[src/rtl/rs_alu_bank_if.sv]
// rs_alu_bank_if
//   Bundles the issue, CDB and dispatch signals of the ALU reservation
//   station bank so that the issuing side and the bank share one port.
//
//   Issue side : issue, ALUControl_in, q1_in, q2_in, v1_in, v2_in
//                -> issue_ready, issue_tag, overflow
//   CDB        : cdb[40] valid, cdb[39:32] tag, cdb[31:0] value
//   Dispatch   : disp_valid, disp_ALUControl, disp_v1, disp_v2, disp_tag
//                <- disp_ready
//
//   master : the issuing / ALU / CDB side (drives issue, operands, cdb,
//            disp_ready)
//   slave  : the reservation station bank itself
interface rs_alu_bank_if;

  logic        issue;
  logic        issue_ready;
  logic [7:0]  issue_tag;
  logic [3:0]  ALUControl_in;
  logic [7:0]  q1_in;
  logic [7:0]  q2_in;
  logic [31:0] v1_in;
  logic [31:0] v2_in;

  logic [40:0] cdb;

  logic        disp_valid;
  logic        disp_ready;
  logic [3:0]  disp_ALUControl;
  logic [31:0] disp_v1;
  logic [31:0] disp_v2;
  logic [7:0]  disp_tag;

  logic        overflow;

  modport master (
    output issue,
    output ALUControl_in,
    output q1_in,
    output q2_in,
    output v1_in,
    output v2_in,
    output cdb,
    output disp_ready,
    input  issue_ready,
    input  issue_tag,
    input  disp_valid,
    input  disp_ALUControl,
    input  disp_v1,
    input  disp_v2,
    input  disp_tag,
    input  overflow
  );

  modport slave (
    input  issue,
    input  ALUControl_in,
    input  q1_in,
    input  q2_in,
    input  v1_in,
    input  v2_in,
    input  cdb,
    input  disp_ready,
    output issue_ready,
    output issue_tag,
    output disp_valid,
    output disp_ALUControl,
    output disp_v1,
    output disp_v2,
    output disp_tag,
    output overflow
  );

endinterface

[src/rtl/rs_alu_bank.sv]
// rs_alu_bank
//   Multi-entry ALU reservation station. Each of the DEPTH entries owns the
//   fixed tag TAG_BASE+i. Entries snoop the CDB for missing operands, the
//   oldest READY entry is presented to the ALU over a valid/ready handshake,
//   and an entry is only released when its own result is seen on the CDB,
//   so a tag can never be handed out twice while its result is in flight.
//
//   Ports:
//     clk   - clock, all state updates on the rising edge
//     rst_n - asynchronous active-low reset
//     bus   - rs_alu_bank_if.slave (issue, CDB snoop and dispatch signals)
//
//   Parameters:
//     DEPTH    - number of entries (2..16)
//     TAG_BASE - tag of entry 0; tag 0 means "operand ready"
module rs_alu_bank #(
  parameter int         DEPTH    = 4,
  parameter logic [7:0] TAG_BASE = 8'h01
) (
  input  logic          clk,
  input  logic          rst_n,
  rs_alu_bank_if.slave  bus
);

  localparam int IDX_W = (DEPTH > 1) ? $clog2(DEPTH) : 1;

  localparam logic [1:0] ST_FREE  = 2'd0;
  localparam logic [1:0] ST_WAIT  = 2'd1;
  localparam logic [1:0] ST_READY = 2'd2;
  localparam logic [1:0] ST_EXEC  = 2'd3;

  // Registered per-entry state
  logic [1:0]       state   [DEPTH];
  logic [3:0]       alu_q   [DEPTH];
  logic [7:0]       q1_q    [DEPTH];
  logic [7:0]       q2_q    [DEPTH];
  logic [31:0]      v1_q    [DEPTH];
  logic [31:0]      v2_q    [DEPTH];
  // age_q[i][j] = 1 means entry j is older than entry i
  logic [DEPTH-1:0] age_q   [DEPTH];
  logic             overflow_q;

  // Next-state values
  logic [1:0]       state_d [DEPTH];
  logic [3:0]       alu_d   [DEPTH];
  logic [7:0]       q1_d    [DEPTH];
  logic [7:0]       q2_d    [DEPTH];
  logic [31:0]      v1_d    [DEPTH];
  logic [31:0]      v2_d    [DEPTH];
  logic [DEPTH-1:0] age_d   [DEPTH];

  logic [DEPTH-1:0] free_vec;
  logic [DEPTH-1:0] ready_vec;
  logic [DEPTH-1:0] busy_vec;

  logic             alloc_found;
  logic [IDX_W-1:0] alloc_idx;
  logic             sel_found;
  logic [IDX_W-1:0] sel_idx;

  logic             issue_fire;
  logic             disp_fire;

  logic             cdb_valid;
  logic [7:0]       cdb_tag;
  logic [31:0]      cdb_value;

  // Issue-time operands after the same-cycle CDB bypass
  logic [7:0]       q1_byp;
  logic [7:0]       q2_byp;
  logic [31:0]      v1_byp;
  logic [31:0]      v2_byp;

  assign cdb_valid = bus.cdb[40];
  assign cdb_tag   = bus.cdb[39:32];
  assign cdb_value = bus.cdb[31:0];

  // Per-entry status vectors derived purely from registered state
  always_comb begin
    free_vec  = '0;
    ready_vec = '0;
    busy_vec  = '0;
    for (int i = 0; i < DEPTH; i++) begin
      free_vec[i]  = (state[i] == ST_FREE);
      ready_vec[i] = (state[i] == ST_READY);
      busy_vec[i]  = (state[i] != ST_FREE);
    end
  end

  // Lowest-index FREE entry is the allocation target
  always_comb begin
    alloc_found = 1'b0;
    alloc_idx   = '0;
    for (int i = DEPTH - 1; i >= 0; i--) begin
      if (free_vec[i]) begin
        alloc_found = 1'b1;
        alloc_idx   = IDX_W'(i);
      end
    end
  end

  // Oldest READY entry: READY with no older READY entry in its age row.
  // The priority scan only matters if the matrix were ever inconsistent.
  always_comb begin
    sel_found = 1'b0;
    sel_idx   = '0;
    for (int i = DEPTH - 1; i >= 0; i--) begin
      if (ready_vec[i] && ((age_q[i] & ready_vec) == '0)) begin
        sel_found = 1'b1;
        sel_idx   = IDX_W'(i);
      end
    end
  end

  assign issue_fire = bus.issue && alloc_found;
  assign disp_fire  = sel_found && bus.disp_ready;

  assign bus.issue_ready     = alloc_found;
  assign bus.issue_tag       = alloc_found ? (TAG_BASE + 8'(alloc_idx)) : 8'h00;
  assign bus.overflow        = overflow_q;

  assign bus.disp_valid      = sel_found;
  assign bus.disp_ALUControl = sel_found ? alu_q[sel_idx] : 4'h0;
  assign bus.disp_v1         = sel_found ? v1_q[sel_idx]  : 32'h0;
  assign bus.disp_v2         = sel_found ? v2_q[sel_idx]  : 32'h0;
  assign bus.disp_tag        = sel_found ? (TAG_BASE + 8'(sel_idx)) : 8'h00;

  // Same-cycle bypass: an operand being broadcast right now is captured at
  // issue so it is never missed between issue and the first snoop.
  always_comb begin
    q1_byp = bus.q1_in;
    v1_byp = bus.v1_in;
    q2_byp = bus.q2_in;
    v2_byp = bus.v2_in;
    if (cdb_valid && (bus.q1_in != 8'h00) && (cdb_tag == bus.q1_in)) begin
      q1_byp = 8'h00;
      v1_byp = cdb_value;
    end
    if (cdb_valid && (bus.q2_in != 8'h00) && (cdb_tag == bus.q2_in)) begin
      q2_byp = 8'h00;
      v2_byp = cdb_value;
    end
  end

  // Next-state for every entry: wakeup, dispatch, completion, then the
  // allocation overlays the lowest FREE entry (which none of the other
  // events can touch, since they only act on non-FREE entries).
  always_comb begin
    for (int i = 0; i < DEPTH; i++) begin
      state_d[i] = state[i];
      alu_d[i]   = alu_q[i];
      q1_d[i]    = q1_q[i];
      q2_d[i]    = q2_q[i];
      v1_d[i]    = v1_q[i];
      v2_d[i]    = v2_q[i];
      age_d[i]   = age_q[i];
    end

    for (int i = 0; i < DEPTH; i++) begin
      case (state[i])
        ST_WAIT: begin
          if (cdb_valid && (q1_q[i] != 8'h00) && (cdb_tag == q1_q[i])) begin
            q1_d[i] = 8'h00;
            v1_d[i] = cdb_value;
          end
          if (cdb_valid && (q2_q[i] != 8'h00) && (cdb_tag == q2_q[i])) begin
            q2_d[i] = 8'h00;
            v2_d[i] = cdb_value;
          end
          if ((q1_d[i] == 8'h00) && (q2_d[i] == 8'h00)) begin
            state_d[i] = ST_READY;
          end
        end
        ST_READY: begin
          if (disp_fire && (sel_idx == IDX_W'(i))) begin
            state_d[i] = ST_EXEC;
          end
        end
        ST_EXEC: begin
          if (cdb_valid && (cdb_tag == (TAG_BASE + 8'(i)))) begin
            state_d[i] = ST_FREE;
          end
        end
        default: begin
        end
      endcase
    end

    if (issue_fire) begin
      alu_d[alloc_idx] = bus.ALUControl_in;
      q1_d[alloc_idx]  = q1_byp;
      q2_d[alloc_idx]  = q2_byp;
      v1_d[alloc_idx]  = v1_byp;
      v2_d[alloc_idx]  = v2_byp;
      if ((q1_byp == 8'h00) && (q2_byp == 8'h00)) begin
        state_d[alloc_idx] = ST_READY;
      end else begin
        state_d[alloc_idx] = ST_WAIT;
      end
      // The new entry is younger than everything currently held; its
      // column is cleared so stale bits from a previous occupant of this
      // slot never make it look older than entries still in the bank.
      for (int k = 0; k < DEPTH; k++) begin
        age_d[k][alloc_idx] = 1'b0;
      end
      age_d[alloc_idx] = busy_vec;
    end
  end

  // Entry storage and age matrix
  always_ff @(posedge clk or negedge rst_n) begin
    if (!rst_n) begin
      for (int i = 0; i < DEPTH; i++) begin
        state[i] <= ST_FREE;
        alu_q[i] <= 4'h0;
        q1_q[i]  <= 8'h00;
        q2_q[i]  <= 8'h00;
        v1_q[i]  <= 32'h0;
        v2_q[i]  <= 32'h0;
        age_q[i] <= '0;
      end
    end else begin
      for (int i = 0; i < DEPTH; i++) begin
        state[i] <= state_d[i];
        alu_q[i] <= alu_d[i];
        q1_q[i]  <= q1_d[i];
        q2_q[i]  <= q2_d[i];
        v1_q[i]  <= v1_d[i];
        v2_q[i]  <= v2_d[i];
        age_q[i] <= age_d[i];
      end
    end
  end

  // Sticky flag for an issue attempt made while the bank was full
  always_ff @(posedge clk or negedge rst_n) begin
    if (!rst_n) begin
      overflow_q <= 1'b0;
    end else if (bus.issue && !alloc_found) begin
      overflow_q <= 1'b1;
    end
  end

endmodule

[src/flat_wrapper.sv]
// flat-port wrapper written by rule: the top's interface ports become plain ports
module rs_alu_bank_flat 
#(
  parameter int         DEPTH    = 4,
  parameter logic [7:0] TAG_BASE = 8'h01
)
  (clk, rst_n, bus_issue, bus_ALUControl_in, bus_q1_in, bus_q2_in, bus_v1_in, bus_v2_in, bus_cdb, bus_disp_ready, bus_issue_ready, bus_issue_tag, bus_disp_valid, bus_disp_ALUControl, bus_disp_v1, bus_disp_v2, bus_disp_tag, bus_overflow);
  rs_alu_bank_if bus_i ();
  input  logic clk;
  input  logic rst_n;
  input wire logic [$bits(bus_i.issue)-1:0] bus_issue;
  input wire logic [$bits(bus_i.ALUControl_in)-1:0] bus_ALUControl_in;
  input wire logic [$bits(bus_i.q1_in)-1:0] bus_q1_in;
  input wire logic [$bits(bus_i.q2_in)-1:0] bus_q2_in;
  input wire logic [$bits(bus_i.v1_in)-1:0] bus_v1_in;
  input wire logic [$bits(bus_i.v2_in)-1:0] bus_v2_in;
  input wire logic [$bits(bus_i.cdb)-1:0] bus_cdb;
  input wire logic [$bits(bus_i.disp_ready)-1:0] bus_disp_ready;
  output wire logic [$bits(bus_i.issue_ready)-1:0] bus_issue_ready;
  output wire logic [$bits(bus_i.issue_tag)-1:0] bus_issue_tag;
  output wire logic [$bits(bus_i.disp_valid)-1:0] bus_disp_valid;
  output wire logic [$bits(bus_i.disp_ALUControl)-1:0] bus_disp_ALUControl;
  output wire logic [$bits(bus_i.disp_v1)-1:0] bus_disp_v1;
  output wire logic [$bits(bus_i.disp_v2)-1:0] bus_disp_v2;
  output wire logic [$bits(bus_i.disp_tag)-1:0] bus_disp_tag;
  output wire logic [$bits(bus_i.overflow)-1:0] bus_overflow;
  assign bus_i.issue = bus_issue;
  assign bus_i.ALUControl_in = bus_ALUControl_in;
  assign bus_i.q1_in = bus_q1_in;
  assign bus_i.q2_in = bus_q2_in;
  assign bus_i.v1_in = bus_v1_in;
  assign bus_i.v2_in = bus_v2_in;
  assign bus_i.cdb = bus_cdb;
  assign bus_i.disp_ready = bus_disp_ready;
  assign bus_issue_ready = bus_i.issue_ready;
  assign bus_issue_tag = bus_i.issue_tag;
  assign bus_disp_valid = bus_i.disp_valid;
  assign bus_disp_ALUControl = bus_i.disp_ALUControl;
  assign bus_disp_v1 = bus_i.disp_v1;
  assign bus_disp_v2 = bus_i.disp_v2;
  assign bus_disp_tag = bus_i.disp_tag;
  assign bus_overflow = bus_i.overflow;
  rs_alu_bank #(.DEPTH(DEPTH), .TAG_BASE(TAG_BASE)) u_core (.clk(clk), .rst_n(rst_n), .bus(bus_i));
endmodule
[config.mk]
export PLATFORM = sky130hd
export DESIGN_NAME = rs_alu_bank_flat
export DESIGN_NICKNAME = d
export VERILOG_FILES = /design/src/rtl/rs_alu_bank_if.sv /design/src/rtl/rs_alu_bank.sv /design/src/flat_wrapper.sv
export SDC_FILE = /design/constraint.sdc
export NUM_CORES = 1
export LEC_CHECK = 0
export BUFFER_PORTS_ARGS = -buffer_cell sky130_fd_sc_hd__buf_4
export CORE_UTILIZATION = 60
export DETAILED_ROUTE_END_ITERATION = 10
export HOLD_SLACK_MARGIN = 0.1
export PLACE_DENSITY_LB_ADDON = 0.2
export SETUP_SLACK_MARGIN = 0.2
export SYNTH_ARGS = -nofsm -noshare
export SYNTH_HDL_FRONTEND = slang
export SYNTH_SLANG_ARGS = --single-unit
[constraint.sdc]
create_clock -name clk -period 4.2 [get_ports clk]
set_clock_uncertainty 0.1 [all_clocks]
set_input_delay 0.84 -clock clk [delete_from_list [all_inputs] [get_ports clk]]
set_output_delay 0.84 -clock clk [all_outputs]
set_load 0.005 [all_outputs]
Yosys cells after proc, flatten, opt, wreduce, memory -nomap -nowiden. Cells that the tools add are included.

RAM bits: 0. Bits in latches: 0. Bits in registers: 361. ROM bits: 0. Memories: 0. Input port bits: 129. Output and inout bits: 87.

Multiply operators: 0. Reductions and logical operators: 76. Order comparisons: 5. Div/mod/pow operators: 0. Shift operators: 0. Equality and inequality tests: 29. Multiplexer cells: 112. Bitwise gates (word level): 17. Add/sub/neg operators: 2.

Operators by type and width (number): $mux 32 (27); $bwmux 128 (2); $mux 128 (2); $mux 8 (31); $bmux 32 s2 (2); $eq 8x8->1 (10); $logic_not 8->1 (10); $reduce_bool 8->1 (10); $bwmux 32 (2); $demux 32 s2 (1); $logic_and 1x1->1 (42); $mux 2 (21); $and 4x4->4 (10); $bwmux 16 (2); $pmux 2 s3 (4); $eq 2x2->1 const B (10); $demux 8 s2 (1); $eq 8x2->1 const B (2); $logic_not 4->1 (4); $mux 4 (4); $not 4->4 (3); $eq 2x1->1 const B (5); $logic_not 2->1 (5); $mux 1 (9); other kinds (15) (22).

Logic depth before layout (Yosys ltp).
Depth in word-level cells: 15. Mapped depth: 13. Depth with buffers taken out: 10.

Worst setup path after synthesis. Ideal clock, no wire load.

Kind: reg2out. Start point: register u_core.state[0] (netlist bit). End point: output bus_disp_v1[11]. Path slack: 1.417 ns. Data arrival time: 1.843 ns. Cell stages (with the launch flop): 10. Data required time: 3.260 ns. Path through: dfrtp_1 buf_2 nor3b_1 nand4_1 nand2b_1 nor2_1 buf_2 buf_2 a222oi_1 a21oi_1.

Longest elaborated chain between the ends: 13. Elaborated cells on any way between the ends: 26. Those cells by class: eq/ne: 1; mux: 12; bitwise: 5; reduce/logical: 8.

Ends and longest elaborated chain: start, declared (RTL line rs_alu_bank.sv:33) `logic [1:0] state [DEPTH];`; start signal, assigned by index (RTL line rs_alu_bank.sv:224) `state[i] <= state_d[i];`; $eq 2x2->1 * (RTL line rs_alu_bank.sv:85) `ready_vec[i] = (state[i] == ST_READY);`; $and 4x4->4 (RTL line rs_alu_bank.sv:108) `if (ready_vec[i] && ((age_q[i] & ready_vec) == '0)) begin`; $logic_not 4->1 (RTL line rs_alu_bank.sv:108); $logic_and 1x1->1 (RTL line rs_alu_bank.sv:108); $mux 2 (4 in series) (RTL line rs_alu_bank.sv:108); $not 2->3 (implied by the code) (RTL line rs_alu_bank.sv:124) `assign bus.disp_v1 = sel_found ? v1_q[sel_idx] : 32'h0;`; $bmux 32 s2 (RTL line rs_alu_bank.sv:124); $mux 32 (implied by the code) (2 in series) (RTL line rs_alu_bank.sv:124); $mux 32 * (RTL line rs_alu_bank.sv:124); end, declared (RTL line flat_wrapper.sv:23) `output wire logic [$bits(bus_i.disp_v1)-1:0] bus_disp_v1;`.

Mark *: on every way between the ends. The rest lies on a longest branch, timed or not. The select of a mux whose other input is x is not followed.

Worst setup path after layout.
Start point: register u_core.state[2] (netlist bit). End point: output bus_disp_v1[13].

Same word-level chain as after synthesis.

==> run_results.csv <==
group,metric,value,unit
timing,setup_viol,0,
finish,fin_cells,2360,
floorplan,core_area,29720,sq um
critical_path,cp_cell_sequence,"nor3b_1 > nand4_1 > nand2b_1 > nor2_4 > buf_12 > a222oi_1 > a21oi_1 > buf_4",
critical_path,critPathMaxFanout,48,
finish,layout_common_cells,"356 x dfrtp_1, 238 x buf_4, 204 x a21oi_1, 164 x o22ai_1, 158 x nand2_1",
place,place.gp.congestion,0.9268,
yosys,ys_seq_elements,361,
worst_hold_path,hold_class,"input port to asynchronous set/reset pin",
clock_network,cts_max_level,2,
place,port_buffers,205,
yosys,ys_seq_area_share,49.70,%
clock_network,cts_root_buffer,"clkbuf_16",
yosys,ys_top_cells_by_area,"dfrtp_1 50%, a21oi_1 5.7%, o22ai_1 5.6%",
routing,postRouteAntennaNets,0,
timing,tightest_slew,1321,ps
routing,drt-pass1-iter-count,10,
place,dp_cells,2288,
clock_network,numCtsBuffers,39,
timing,clock.fmax,257.3,MHz
floorplan,die_y,176.0,um
critical_path,crit_buf_inv,2,
grt,grt_max_degree,94,
finish,drive_gt1_share,18.02,%
power_and_ir_drop,ir_drop,0.4694,mV
critical_path,cp-end-kind,"output port",
floorplan,die_w,176.0,um
yosys,synth_edf_count,0,
timing,final-max-slew-violation-count,0,
finish,num-fill-cells,2205,
power_and_ir_drop,leakage,8.961,nW
floorplan,start_util,61.16,%
routing,drcViolationCount,0,
finish,seq_area,9040,sq um
routing,vias_per_cell,7.183,
timing,timing.slew.headroom,11.92,%
clock_network,cts.sinks,361,
clock_network,clk_pin_slew,60,ps
clock_network,cts_tree,"built",
timing,period_needed,3886,ps
yosys,synth_top_area_share,49.70,%
timing,min_period_over_period,92.52,%
place,placed_cell_area,19900,sq um
place,dp_hpwl,36.83,mm
finish,final_common_cell,"dfrtp_1",
critical_path,startpoint_type,"flip-flop",
critical_path,slowest_delay,550,ps
critical_path,crit_family,"simple AND/OR/NAND/NOR gates",
routing,drt-total-wl,61.91,mm
critical_path,crit_type,"flip-flop to output port",
yosys,ys.flop_type,"dfrtp_1",
clock_network,cts_hold_buf,0,
finish,antenna_cells,0,
grt,first_global_vias,16956,
yosys,yosysUniqueCellTypes,64,
critical_path,cp_slowest_cell,"a222oi_1",
timing,rsz0062_at_grt,"false",
routing,via_count,16951,
floorplan,die-area,30990,sq um
timing,finalHoldViolCount,0,
clock_network,insertion_delay,540,ps
yosys,synth_largest_area_cell,"dfrtp_1",
routing,drt_iter0_drc,2913,
grt,antenna_found_initial,0,
yosys,synthesis.area,18170,sq um
yosys,synth_area_per_cell,10.06,sq um
grt,grt_overflow,0,
yosys,yosys_warnings,0,
power_and_ir_drop,power_density,796.0,nW/um^2
finish,multiInputGateArea,8218,sq um
routing,post_drt_wl_per_cell,26.23,um
grt,grt_pass1_wl,95.67,mm
yosys,netlist_instances,1806,
yosys,synthArstFlopShare,100.0,%
timing,tns,0,ps
critical_path,crit_required,3260,ps
finish,utilization,71.42,%
floorplan,row_count,63,
critical_path,crit_arrival,2950,ps
clock_network,clk_path_buf_depth,3,
finish,area_growth,16.78,%
finish,nNetsFinal,2078,
outcome,status,"completed",
run,drv_cap,0,
grt,track_usage,39.93,%
floorplan,io_pins,216,
finish,fin_area,21230,sq um
-- per-layer routing --
layer / GRT usage, % / wire, um / vias to the layer above
li1: - / - / 7090
met1: 54.09 / 23160 / 8294
met2: 61.20 / 28120 / 1340
met3: 9.022 / 7762 / 227
met4: 18.66 / 2865 / 0
met5: 0 / 0 / -
-- registers in the layout, summed over array words and instances (netlist names), named ones only --
signal / flops
u_core.q1_q: 32
u_core.bus.overflow: 1
u_core.q2_q: 32
u_core.v1_q: 128
u_core.v2_q: 128
u_core.state: 8
u_core.age_q: 12
u_core.alu_q: 16
-- final timing paths --
check / slack (ps) / cells after the start / startpoint / to
worst min register to register: 370 / 1 / u_core.bus.overflow$_DFFE_PN0P_ / u_core.bus.overflow$_DFFE_PN0P_
worst min-delay path: 150 / 1 / rst_n / u_core.v1_q[59]$_DFF_PN0_
max in group asynchronous: 2940 / 2 / rst_n / u_core.v2_q[68]$_DFF_PN0_
worst max register to register: 630 / 7 / u_core.state[4]$_DFF_PN0_ / u_core.v1_q[35]$_DFF_PN0_
min in group clk: 370 / 1 / u_core.bus.overflow$_DFFE_PN0P_ / u_core.bus.overflow$_DFFE_PN0P_
worst max-delay path: 310 / 8 / u_core.state[2]$_DFF_PN0_ / bus_disp_v1[13]
-- power by group --
group	switching (mW)	leakage, nW	internal [mW]
clock	1.40	0.630	2.05
sequential	1.21	4.14	5.21
combinational	3.87	4.19	3.16
-- cell usage after synthesis (3+ instances only) --
| library cell | n |
|---|---|
| dfrtp_1 | 361 |
| a22o_1 | 24 |
| nand4_1 | 14 |
| nand2_2 | 6 |
| o21ai_1 | 3 |
| o21ai_0 | 17 |
| and2_1 | 11 |
| nor2b_1 | 7 |
| nand3b_1 | 13 |
| buf_2 | 84 |
| nor4_1 | 19 |
| nor4_2 | 4 |
| or2_2 | 3 |
| nand3_1 | 22 |
| buf_6 | 7 |
| o21ai_2 | 4 |
| o2111ai_1 | 4 |
| or4_1 | 6 |
| clkbuf_1 | 44 |
| o211a_1 | 4 |
| o21a_1 | 97 |
| xor2_1 | 55 |
| xnor2_1 | 24 |
| o22a_1 | 98 |
| ha_1 | 8 |
| nor3b_1 | 3 |
| or4b_1 | 3 |
| buf_4 | 28 |
| o22ai_1 | 164 |
| nand2b_1 | 5 |
| a21oi_1 | 206 |
| inv_1 | 42 |
| a222oi_1 | 68 |
| a22oi_1 | 3 |
| nand4b_1 | 4 |
| a32o_1 | 41 |
| nand2_1 | 160 |
| nor2_1 | 95 |
| nor3_1 | 12 |
-- repair_timing --
item,CTS,global route
setup endpoints to repair,6,48
resized for setup,2,11
pin swaps,0,5
setup buffers,0,2
endpoints found under the hold margin,0,0
cloned,0,0
-- area by class of cell --
| cell class | count | area share (%) |
|---|---|---|
| Sequential cell | 361 | 42.59 |
| Multi-Input combinational cell | 1246 | 38.72 |
| Timing Repair Buffer | 251 | 9.620 |
| Clock buffer | 62 | 5.535 |
| Tap cell | 390 | 2.299 |
| Inverter | 42 | 0.7427 |
| Clock inverter | 8 | 0.4952 |
-- logic make-up (layout without fill, tap and decap cells) --
logic type,after synthesis,in the layout,synth area share [%]
other,1,10,0.02063
AO/OA/AOI/OAI,747,747,29.18
flip-flops,361,361,49.70
adder cells (fa/ha/maj),8,8,0.5508
multiplexers,3,3,0.1790
AND/OR/NAND/NOR,399,399,10.75
buffers and inverters,208,363,5.803
XOR/XNOR,79,79,3.807
-- metrics by stage --
stage / total power [mW] / hold WS [ps] / setup slack, ps
finish: 16.89 / 152.1 / 314.0
global route: 17.76 / 203.7 / 226.5
CTS: 16.67 / 180.3 / 265.4
detailed placement: 13.18 / 361.6 / 667.2
global placement: 12.88 / 345.0 / 721.2
floorplan: 10.83 / 344.6 / 1417
No activity file was read; power rests on OpenSTA's default activity.
